--- src/rtl/prog_loader_if.sv ---
// Program loader bus: upstream beat stream plus the two memory write ports.
// The loader takes the slave side; the stream source / memories take the master side.
interface prog_loader_if;
    logic        s_valid;
    logic [63:0] s_data;
    logic        s_ready;
    logic [63:0] addr_ext;
    logic        wen_ext;
    logic        ren_ext;
    logic [31:0] wdata_ext;
    logic [63:0] addr_ext_2;
    logic        wen_ext_2;
    logic        ren_ext_2;
    logic [63:0] wdata_ext_2;

    modport slave (
        input  s_valid, s_data,
        output s_ready,
        output addr_ext, wen_ext, ren_ext, wdata_ext,
        output addr_ext_2, wen_ext_2, ren_ext_2, wdata_ext_2
    );

    modport master (
        output s_valid, s_data,
        input  s_ready,
        input  addr_ext, wen_ext, ren_ext, wdata_ext,
        input  addr_ext_2, wen_ext_2, ren_ext_2, wdata_ext_2
    );
endinterface

--- src/rtl/prog_loader.sv ---
// Streams an instruction image then a data image into the CPU memories,
// then holds the CPU enabled until abort or reset.
module prog_loader #(
    parameter int IMEM_WORDS = 512,
    parameter int DMEM_WORDS = 1024
) (
    input  logic          clk,
    input  logic          arst_n,
    input  logic          start,
    input  logic          abort,
    input  logic [9:0]    n_instr,
    input  logic [10:0]   n_data,
    prog_loader_if.slave  bus,
    output logic          enable,
    output logic          busy,
    output logic          err
);

    typedef enum logic [1:0] {IDLE, LOAD_I, LOAD_D, RUN} state_t;

    localparam logic [10:0] IMAX = 11'(IMEM_WORDS);
    localparam logic [11:0] DMAX = 12'(DMEM_WORDS);

    state_t      state_q, state_d;
    logic [10:0] idx_q, idx_d;
    logic [9:0]  ni_q, ni_d;
    logic [10:0] nd_q, nd_d;
    logic        s_ready_q, s_ready_d;
    logic        enable_q, enable_d;
    logic        err_q, err_d;
    logic        wen_q, wen_d;
    logic [63:0] addr_q, addr_d;
    logic [31:0] wdata_q, wdata_d;
    logic        wen2_q, wen2_d;
    logic [63:0] addr2_q, addr2_d;
    logic [63:0] wdata2_q, wdata2_d;

    logic accept;
    logic illegal;
    logic last_i;
    logic last_d;

    assign accept  = bus.s_valid && s_ready_q;
    assign illegal = (n_instr == '0) ||
                     ({1'b0, n_instr} > IMAX) ||
                     ({1'b0, n_data} > DMAX);
    assign last_i  = idx_q == ({1'b0, ni_q} - 11'd1);
    assign last_d  = idx_q == (nd_q - 11'd1);

    always_comb begin
        state_d  = state_q;
        idx_d    = idx_q;
        ni_d     = ni_q;
        nd_d     = nd_q;
        err_d    = 1'b0;
        wen_d    = 1'b0;
        addr_d   = addr_q;
        wdata_d  = wdata_q;
        wen2_d   = 1'b0;
        addr2_d  = addr2_q;
        wdata2_d = wdata2_q;
        unique case (state_q)
            IDLE: begin
                if (start) begin
                    if (illegal) begin
                        err_d = 1'b1;
                    end else begin
                        ni_d    = n_instr;
                        nd_d    = n_data;
                        idx_d   = '0;
                        state_d = LOAD_I;
                    end
                end
            end
            LOAD_I: begin
                if (accept) begin
                    wen_d   = 1'b1;
                    addr_d  = 64'({idx_q, 2'b00});
                    wdata_d = bus.s_data[31:0];
                    if (last_i) begin
                        idx_d   = '0;
                        state_d = (nd_q != '0) ? LOAD_D : RUN;
                    end else begin
                        idx_d = idx_q + 11'd1;
                    end
                end
            end
            LOAD_D: begin
                if (accept) begin
                    wen2_d   = 1'b1;
                    addr2_d  = 64'({idx_q, 3'b000});
                    wdata2_d = bus.s_data;
                    if (last_d) begin
                        state_d = RUN;
                    end else begin
                        idx_d = idx_q + 11'd1;
                    end
                end
            end
            RUN: begin
            end
            default: state_d = IDLE;
        endcase
        // abort beats everything, including a strobe that would issue next cycle
        if (abort) begin
            state_d = IDLE;
            err_d   = 1'b0;
            wen_d   = 1'b0;
            wen2_d  = 1'b0;
        end
        s_ready_d = (state_d == LOAD_I) || (state_d == LOAD_D);
        enable_d  = (state_q == RUN) && !abort;
    end

    always_ff @(posedge clk or negedge arst_n) begin
        if (!arst_n) begin
            state_q   <= IDLE;
            idx_q     <= '0;
            ni_q      <= '0;
            nd_q      <= '0;
            s_ready_q <= 1'b0;
            enable_q  <= 1'b0;
            err_q     <= 1'b0;
            wen_q     <= 1'b0;
            addr_q    <= '0;
            wdata_q   <= '0;
            wen2_q    <= 1'b0;
            addr2_q   <= '0;
            wdata2_q  <= '0;
        end else begin
            state_q   <= state_d;
            idx_q     <= idx_d;
            ni_q      <= ni_d;
            nd_q      <= nd_d;
            s_ready_q <= s_ready_d;
            enable_q  <= enable_d;
            err_q     <= err_d;
            wen_q     <= wen_d;
            addr_q    <= addr_d;
            wdata_q   <= wdata_d;
            wen2_q    <= wen2_d;
            addr2_q   <= addr2_d;
            wdata2_q  <= wdata2_d;
        end
    end

    assign bus.s_ready     = s_ready_q;
    assign bus.wen_ext     = wen_q;
    assign bus.ren_ext     = 1'b0;
    assign bus.addr_ext    = addr_q;
    assign bus.wdata_ext   = wdata_q;
    assign bus.wen_ext_2   = wen2_q;
    assign bus.ren_ext_2   = 1'b0;
    assign bus.addr_ext_2  = addr2_q;
    assign bus.wdata_ext_2 = wdata2_q;
    assign enable          = enable_q;
    assign err             = err_q;
    assign busy            = (state_q == LOAD_I) || (state_q == LOAD_D);

endmodule

--- src/flat_wrapper.sv ---
// flat-port wrapper written by rule: the top's interface ports become plain ports
module prog_loader_flat 
#(
    parameter int IMEM_WORDS = 512,
    parameter int DMEM_WORDS = 1024
)
  (clk, arst_n, start, abort, n_instr, n_data, enable, busy, err, bus_s_valid, bus_s_data, bus_s_ready, bus_addr_ext, bus_wen_ext, bus_ren_ext, bus_wdata_ext, bus_addr_ext_2, bus_wen_ext_2, bus_ren_ext_2, bus_wdata_ext_2);
  prog_loader_if bus_i ();
  input  logic clk;
  input  logic arst_n;
  input  logic start;
  input  logic abort;
  input  logic [9:0] n_instr;
  input  logic [10:0] n_data;
  output logic enable;
  output logic busy;
  output logic err;
  input wire logic [$bits(bus_i.s_valid)-1:0] bus_s_valid;
  input wire logic [$bits(bus_i.s_data)-1:0] bus_s_data;
  output wire logic [$bits(bus_i.s_ready)-1:0] bus_s_ready;
  output wire logic [$bits(bus_i.addr_ext)-1:0] bus_addr_ext;
  output wire logic [$bits(bus_i.wen_ext)-1:0] bus_wen_ext;
  output wire logic [$bits(bus_i.ren_ext)-1:0] bus_ren_ext;
  output wire logic [$bits(bus_i.wdata_ext)-1:0] bus_wdata_ext;
  output wire logic [$bits(bus_i.addr_ext_2)-1:0] bus_addr_ext_2;
  output wire logic [$bits(bus_i.wen_ext_2)-1:0] bus_wen_ext_2;
  output wire logic [$bits(bus_i.ren_ext_2)-1:0] bus_ren_ext_2;
  output wire logic [$bits(bus_i.wdata_ext_2)-1:0] bus_wdata_ext_2;
  assign bus_i.s_valid = bus_s_valid;
  assign bus_i.s_data = bus_s_data;
  assign bus_s_ready = bus_i.s_ready;
  assign bus_addr_ext = bus_i.addr_ext;
  assign bus_wen_ext = bus_i.wen_ext;
  assign bus_ren_ext = bus_i.ren_ext;
  assign bus_wdata_ext = bus_i.wdata_ext;
  assign bus_addr_ext_2 = bus_i.addr_ext_2;
  assign bus_wen_ext_2 = bus_i.wen_ext_2;
  assign bus_ren_ext_2 = bus_i.ren_ext_2;
  assign bus_wdata_ext_2 = bus_i.wdata_ext_2;
  prog_loader #(.IMEM_WORDS(IMEM_WORDS), .DMEM_WORDS(DMEM_WORDS)) u_core (.clk(clk), .arst_n(arst_n), .start(start), .abort(abort), .n_instr(n_instr), .n_data(n_data), .bus(bus_i), .enable(enable), .busy(busy), .err(err));
endmodule
--- config.mk ---
export PLATFORM = sky130hd
export DESIGN_NAME = prog_loader_flat
export DESIGN_NICKNAME = d
export VERILOG_FILES = /design/src/rtl/prog_loader_if.sv /design/src/rtl/prog_loader.sv /design/src/flat_wrapper.sv
export SDC_FILE = /design/constraint.sdc
export NUM_CORES = 1
export LEC_CHECK = 0
export ABC_AREA = 1
export BUFFER_PORTS_ARGS = -buffer_cell sky130_fd_sc_hd__buf_2
export CORE_UTILIZATION = 40
export CTS_CLUSTER_SIZE = 12
export DETAILED_ROUTE_END_ITERATION = 7
export PLACE_DENSITY = 0.8
export SYNTH_ARGS = -nofsm -noshare
export SYNTH_HDL_FRONTEND = slang
export SYNTH_SLANG_ARGS = --single-unit
--- constraint.sdc ---
create_clock -name clk -period 2.7 [get_ports clk]
set_input_delay 0.675 -clock clk [delete_from_list [all_inputs] [get_ports clk]]
set_output_delay 0.675 -clock clk [all_outputs]
set_load 0.05 [all_outputs]
==> flow_summary.json, run 1 <==
{
  "die_y_um": 143,
  "p_int_uw": 4100,
  "finClkSkew_ns": 0.0116,
  "cts_buffers": 17,
  "clk_latency_ns": 0.42,
  "ios": 322,
  "p_sw_share_pct": 35.1,
  "placed_area_sq_um": 8940,
  "required_ns": 3.01,
  "power_uw": 6310,
  "cts_resized": 0,
  "crit_type": "flip-flop to flip-flop",
  "area_growth_pct": 19.8,
  "cts_hold_buf": 0,
  "powerDensity_nw_per_um2": 663,
  "grt_antenna_before_repair": 0,
  "syn_inst": 979,
  "synth_area_sq_um": 7950,
  "core-area_sq_um": 19500,
  "grt_max_degree": 78,
  "root_buffer": "clkbuf_16",
  "synth.distinct_cells": 31,
  "ys_top_cells_by_area": "dfrtp_1 49%, nand2_1 15%, buf_4 10%, o21ai_0 7.0%, inv_1 4.1%",
  "first_pass_iters": 5,
  "fin_crit_ns": 2.37,
  "cts_setup_buffers": 0,
  "port_buffers": 213,
  "grt_overflow": 0,
  "drt-total-wl_um": 18800,
  "layout.nets": 1282,
  "maxSlewViolCount": 0,
  "vias": 6593,
  "end_kind": "flip-flop",
  "hold_violations": 0,
  "viasPerCell": 4.52,
  "rsz0062_at_grt": "false",
  "grt_pass1_vias": 5802,
  "max_freq_mhz": 422,
  "die_w_um": 143,
  "seq_power_share_pct": 41.0,
  "arrival_ns": 2.68,
  "yosysTopAreaCell": "dfrtp_1",
  "netlist.area_leader.share_pct": 49.4,
  "setup_viol": 0,
  "cts_max_level": 4,
  "design_area_sq_um": 9520,
  "finalCritPeriodShare_pct": 87.9,
  "die_area_sq_um": 20400,
  "n_antenna_cell": 0,
  "ant_nets": 0,
  "p_leak_uw": 0.00549,
  "ys_seq_elements": 157,
  "drive_gt1_share_pct": 22.7,
  "cts_tree": "done",
  "fin_tns_setup_ns": 0,
  "yosysSeqAreaShare_pct": 49.4,
  "grt_use_total_pct": 18.0,
  "worst_slew_pin_slew_ns": 0.535,
  "clkSinkCount": 157,
  "hold_path.class": "input pin to asynchronous set/reset pin",
  "outcome": "finished clean",
  "drc": 0,
  "routedWlPerCell_um": 12.9,
  "critPathMaxFanout": 5,
  "place_hpwl_um": 14100,
  "worstSetupStartpointType": "flip-flop",
  "synth_warnings": 0,
  "clock_path_buffers": 2,
  "clk_pin_slew_ns": 0.07,
  "drt-initial-drc-count": 377,
  "slew_headroom_pct": 64.2,
  "ir_drop_mv": 0.412,
  "share_comb_of_total_power_pct": 21.7,
  "drv_cap": 0,
  "rows": 51,
  "floorplan.initialDensity_pct": 40.8,
  "pwr-share-clk_pct": 37.4,
  "p_switching_uw": 2210,
  "grt_pass1_wl_um": 28600,
  "routabilityCongestion": 0.940,
  "syn_area_per_cell_sq_um": 8.12
}
[area by class of cell]
type                    instances  area, sq um
repair buffers                224         1230
flip-flops and latches        157         3930
well taps                     265          332
inverters                      92          347
clock inverters                14          148
clock buffers                  17          425
multi-input cells             691         3110
fillers                      1872         9940
[flip-flops by register name (all words and copies together), names as in the netlist]
| signal | cells |
|---|---|
| u_core.bus.wdata_ext_2 | 64 |
| u_core.bus.wdata_ext | 32 |
| u_core.bus.addr_ext | 11 |
| u_core.bus.addr_ext_2 | 11 |
| u_core.idx_q | 11 |
| u_core.nd_q | 11 |
| u_core.ni_q | 10 |
| u_core.state_q | 2 |
| u_core.bus.s_ready | 1 |
| u_core.bus.wen_ext | 1 |
| u_core.bus.wen_ext_2 | 1 |
| u_core.enable | 1 |
| u_core.err | 1 |
[layer usage]
metal | global-route usage [%] | routed length (um) | part of all wire (%) | vias to the layer above
met4 | 5.26 | 282 | 1.5 | 0
met1 | 23.5 | 8280 | 44 | 3066
li1 | - | - | - | 3235
met5 | 0 | 0 | 0 | -
met2 | 29.4 | 8980 | 48 | 271
met3 | 4.56 | 1260 | 6.7 | 21
[placed cells by master, fill, tap and decap left out]
| cell | instances |
|---|---|
| nand3_1 | 42 |
| o2111ai_1 | 1 |
| nor3_1 | 2 |
| nand2_1 | 307 |
| ha_1 | 9 |
| nand2_2 | 1 |
| buf_2 | 212 |
| and2_1 | 1 |
| o21a_1 | 1 |
| conb_1 | 108 |
| inv_2 | 5 |
| a21oi_1 | 6 |
| o21ai_0 | 111 |
| nand3b_1 | 10 |
| clkbuf_16 | 17 |
| inv_8 | 3 |
| dfrtp_1 | 157 |
| o211ai_1 | 1 |
| nor2_1 | 49 |
| a31oi_2 | 1 |
| buf_4 | 5 |
| clkinv_4 | 1 |
| nand4_1 | 6 |
| buf_12 | 6 |
| or2_2 | 1 |
| clkinvlp_4 | 3 |
| nand3_2 | 1 |
| buf_6 | 1 |
| nor4_1 | 1 |
| clkinv_2 | 1 |
| inv_6 | 6 |
| nor2_2 | 5 |
| or2_1 | 1 |
| inv_1 | 86 |
| xnor2_1 | 7 |
| bufinv_16 | 1 |
| o21ai_2 | 1 |
| xor2_1 | 18 |
[worst paths after layout]
| check | startpoint | to | slack (ns) | cells after the start |
|---|---|---|---|---|
| max | u_core.ni_q[0]$_DFFE_PN0P_ | u_core.bus.s_ready$_DFF_PN0_ | 0.33 | 15 |
| min reg2reg | u_core.bus.wdata_ext_2[35]$_DFFE_PN0P_ | u_core.bus.wdata_ext_2[35]$_DFFE_PN0P_ | 0.47 | 2 |
| max reg2reg | u_core.ni_q[0]$_DFFE_PN0P_ | u_core.bus.s_ready$_DFF_PN0_ | 0.33 | 15 |
| min | arst_n | u_core.bus.wdata_ext[2]$_DFFE_PN0P_ | 0.11 | 1 |
| min in group clk | bus_s_data[56] | u_core.bus.wdata_ext_2[56]$_DFFE_PN0P_ | 0.45 | 3 |
| max in group asynchronous | arst_n | u_core.bus.wdata_ext_2[36]$_DFFE_PN0P_ | 1.90 | 2 |
[cell usage after synthesis]
cell type,instances
buf_6,1
a21oi_1,6
nor4_1,1
o2111ai_1,1
nand2_1,308
and2_1,1
o21ai_0,111
nor2_2,4
buf_2,6
dfrtp_1,157
buf_4,110
xnor2_1,7
nand3b_1,10
nand3_2,1
nand3_1,42
clkbuf_1,27
clkbuf_2,2
nor2_1,50
ha_1,9
or2_1,1
conb_1,1
xor2_1,18
o21a_1,1
inv_1,87
o211ai_1,1
nand4_1,6
or2_2,1
o21ai_2,1
nor3_1,2
a31oi_1,1
inv_2,5
[worst max-delay path, stage by stage, from the launching register on]
cell and delay, ns:
dfrtp_1 0.39, inv_1 0.12, ha_1 0.23, inv_1 0.07, nor2_1 0.14, nand3_1 0.15, o21ai_0 0.18, nand3_1 0.09
nor2_1 0.26, nand4_1 0.19, nand2_1 0.10, nand3_1 0.09, nand2_1 0.10, nand2_1 0.07, nand2_1 0.06, nand2_1 0.05
[power groups by stage]
stage | registers, uW | logic (uW) | clock network [uW]
after global routing | 2600 | 1490 | 2520
final | 2590 | 1370 | 2360
after detailed placement | 2630 | 1360 | 0
after floorplan | 2870 | 908 | 0
after global placement | 2620 | 1330 | 0
after CTS | 2580 | 1360 | 2420
[cell families (layout without fill, tap and decap cells)]
group / count (synthesis) / in the layout / synth area share [%]
simple gates: 427 / 427 / 21.8
buf+inv: 238 / 347 / 16.7
flops: 157 / 157 / 49.4
compound gates: 122 / 122 / 7.85
xor+xnor: 25 / 25 / 2.75
fa+ha+maj: 9 / 9 / 1.42
other cells: 1 / 108 / 0.0472
[stage by stage]
stage	utilization, %	setup slack, ns	hold WS (ns)	instances
floorplan	-	0.745	0.379	1086
global placement	45.9	0.382	0.450	1429
detailed placement	45.9	0.275	0.453	1429
CTS	48.9	0.264	0.0975	1460
global route	48.9	0.106	0.102	1460
finish	48.9	0.328	0.109	1460
(Power assumes the default switching activity.)
==> run 2, diff against run 1 <==
--- a/config.mk
+++ b/config.mk
@@ -8,7 +8,7 @@
 export ABC_AREA = 1
 export BUFFER_PORTS_ARGS = -buffer_cell sky130_fd_sc_hd__buf_2
 export CORE_UTILIZATION = 40
-export CTS_CLUSTER_SIZE = 12
+export CTS_CLUSTER_SIZE = 10
 export DETAILED_ROUTE_END_ITERATION = 7
 export PLACE_DENSITY = 0.8
 export SYNTH_ARGS = -nofsm -noshare
==> constraint.sdc (replaced) <==
create_clock -name clk -period 2.35 [get_ports clk]
set_input_delay 0.5875 -clock clk [delete_from_list [all_inputs] [get_ports clk]]
set_output_delay 0.5875 -clock clk [all_outputs]
set_load 0.05 [all_outputs]
==> run 2 against run 1 <==
Clock skew fell by 0.00083 ns; final cell count rose by 0.55%; non-clock buffer count rose by 7; sequential power rose by 15%; wire length fell by 1.2%; combinational power rose by 16%; first-iteration DRC count fell by 12%; critical path type is now flip-flop to primary output.
==> flow_summary.json, run 2 (synthesis gave the netlist of run 1 again) <==
{
  "floorplan.initialDensity_pct": 40.8,
  "routedWlPerCell_um": 12.7,
  "finalCritPeriodShare_pct": 92.5,
  "root_buffer": "clkbuf_16",
  "cts_hold_buf": 0,
  "fin_tns_setup_ns": 0,
  "viasPerCell": 4.47,
  "vias": 6561,
  "port_buffers": 213,
  "drive_gt1_share_pct": 23.6,
  "critPathSlowestCell": "dfrtp_1",
  "critPathMaxFanout": 6,
  "die_y_um": 143,
  "worstSetupStartpointType": "flip-flop",
  "crit_type": "flip-flop to primary output",
  "worst_slew_pin_slew_ns": 0.550,
  "area_growth_pct": 20.9,
  "ios": 322,
  "arrival_ns": 1.59,
  "multi_input_area_sq_um": 3140,
  "fillers": 1831,
  "first_pass_iters": 5,
  "clkSinkCount": 157,
  "crit_family": "buffers and inverters",
  "grt_max_degree": 63,
  "drt-initial-drc-count": 332,
  "end_kind": "primary output",
  "maxSlewViolCount": 0,
  "n_antenna_cell": 0,
  "grt_pass1_wl_um": 28800,
  "routabilityCongestion": 0.852,
  "largest_register_ffs": 64,
  "cts_max_level": 4,
  "cts_tree": "done",
  "grt_pass1_vias": 5823,
  "drc": 0,
  "drv_cap": 0,
  "dp_cells": 1436,
  "grt_overflow": 0,
  "register_area_sq_um": 3930,
  "required_ns": 1.76,
  "layout_common_cells": "307 x nand2_1, 212 x buf_2, 157 x dfrtp_1",
  "fin_crit_ns": 2.17,
  "path_cells": "inv_1, ha_1, buf_2",
  "final_cells": 1468,
  "outcome": "finished clean",
  "layout.nets": 1289,
  "die_w_um": 143,
  "powerDensity_nw_per_um2": 753,
  "hold_path.class": "input pin to asynchronous set/reset pin",
  "preCtsSetupSlack_ns": 0.0987,
  "slew_headroom_pct": 63.2,
  "ant_nets": 0,
  "clock_path_buffers": 2,
  "finClkSkew_ns": 0.0108,
  "rsz0062_at_grt": "false",
  "cp_num_buf_inv": 2,
  "grt_use_total_pct": 18.1,
  "rows": 51,
  "clk_latency_ns": 0.43,
  "cp_slowest_stage_delay_ns": 0.40,
  "setup_viol": 0,
  "drt-total-wl_um": 18600,
  "max_freq_mhz": 460,
  "p_leak_uw": 0.00553,
  "grt_antenna_before_repair": 0,
  "hold_violations": 0,
  "clk_pin_slew_ns": 0.07,
  "setup_slack_ns": 0.176,
  "ir_drop_mv": 0.479,
  "mostFrequentLayoutCell": "nand2_1",
  "die_area_sq_um": 20400,
  "cts_buffers": 17,
  "core-area_sq_um": 19500,
  "place_hpwl_um": 13900
}
## run 2: cell types whose count changed in the layout (fill, tap and decap cells not counted), sizes merged
cell      before  now
buf          224  231
bufinv         1    0
clkinvlp       3    1
clkbuf        17   18
clkinv         2    4
inv          100  101
## run 2: worst paths after layout
| check | startpoint | end | slack (ns) | cells past startpoint |
|---|---|---|---|---|
| setup / recovery | u_core.state_q[0]$_DFF_PN0_ | busy | 0.18 | 3 |
| hold / removal | arst_n | u_core.bus.wdata_ext_2[0]$_DFFE_PN0P_ | 0.04 | 1 |
| setup reg to reg | u_core.nd_q[0]$_DFFE_PN0P_ | u_core.idx_q[4]$_DFFE_PN0P_ | 0.23 | 16 |
| hold reg to reg | u_core.bus.wdata_ext_2[60]$_DFFE_PN0P_ | u_core.bus.wdata_ext_2[60]$_DFFE_PN0P_ | 0.47 | 2 |
| max in group asynchronous | arst_n | u_core.enable$_DFF_PN0_ | 1.64 | 2 |
| min in group clk | bus_s_data[53] | u_core.bus.wdata_ext_2[53]$_DFFE_PN0P_ | 0.36 | 3 |
## run 2: metrics by stage
step	hold slack, ns	total power (uW)	cell area [sq um]	utilization (%)
floorplan	0.292	4340	8350	-
global placement	0.450	4560	9000	46.3
detailed placement	0.454	4570	9000	46.3
CTS	0.0420	7290	9580	49.2
global route	0.0482	7610	9610	49.4
finish	0.0412	7240	9610	49.4
## run 2: cell type report
cell class / instances / share of cell area (%)
Tap cell: 265 / 3.45
Sequential cell: 157 / 40.9
Inverter: 92 / 3.61
Clock buffer: 18 / 4.46
Multi-Input combinational cell: 691 / 32.6
Timing Repair Buffer: 231 / 13.5
Clock inverter: 14 / 1.50
## run 2: routing by layer
metal	wire length, um	part of all wire (%)	up-vias	track usage (%)
li1	-	-	3262	-
met1	8310	45	3026	23.5
met2	8730	47	249	29.6
met3	1140	6.1	24	3.76
met4	407	2.2	0	6.90
met5	0	0	-	0
## run 2: repair_timing
item | CTS | global route
setup endpoints to repair | 0 | 13
resized for setup | 0 | 10
setup buffers | 0 | 0
## run 2: report_power, final
part / switching [uW] / total, uW / leakage [uW] / internal, uW
Clock: 1260 / 2680 / 0.000279 / 1420
Sequential: 114 / 2970 / 0.00214 / 2860
Combinational: 1220 / 1590 / 0.00311 / 372
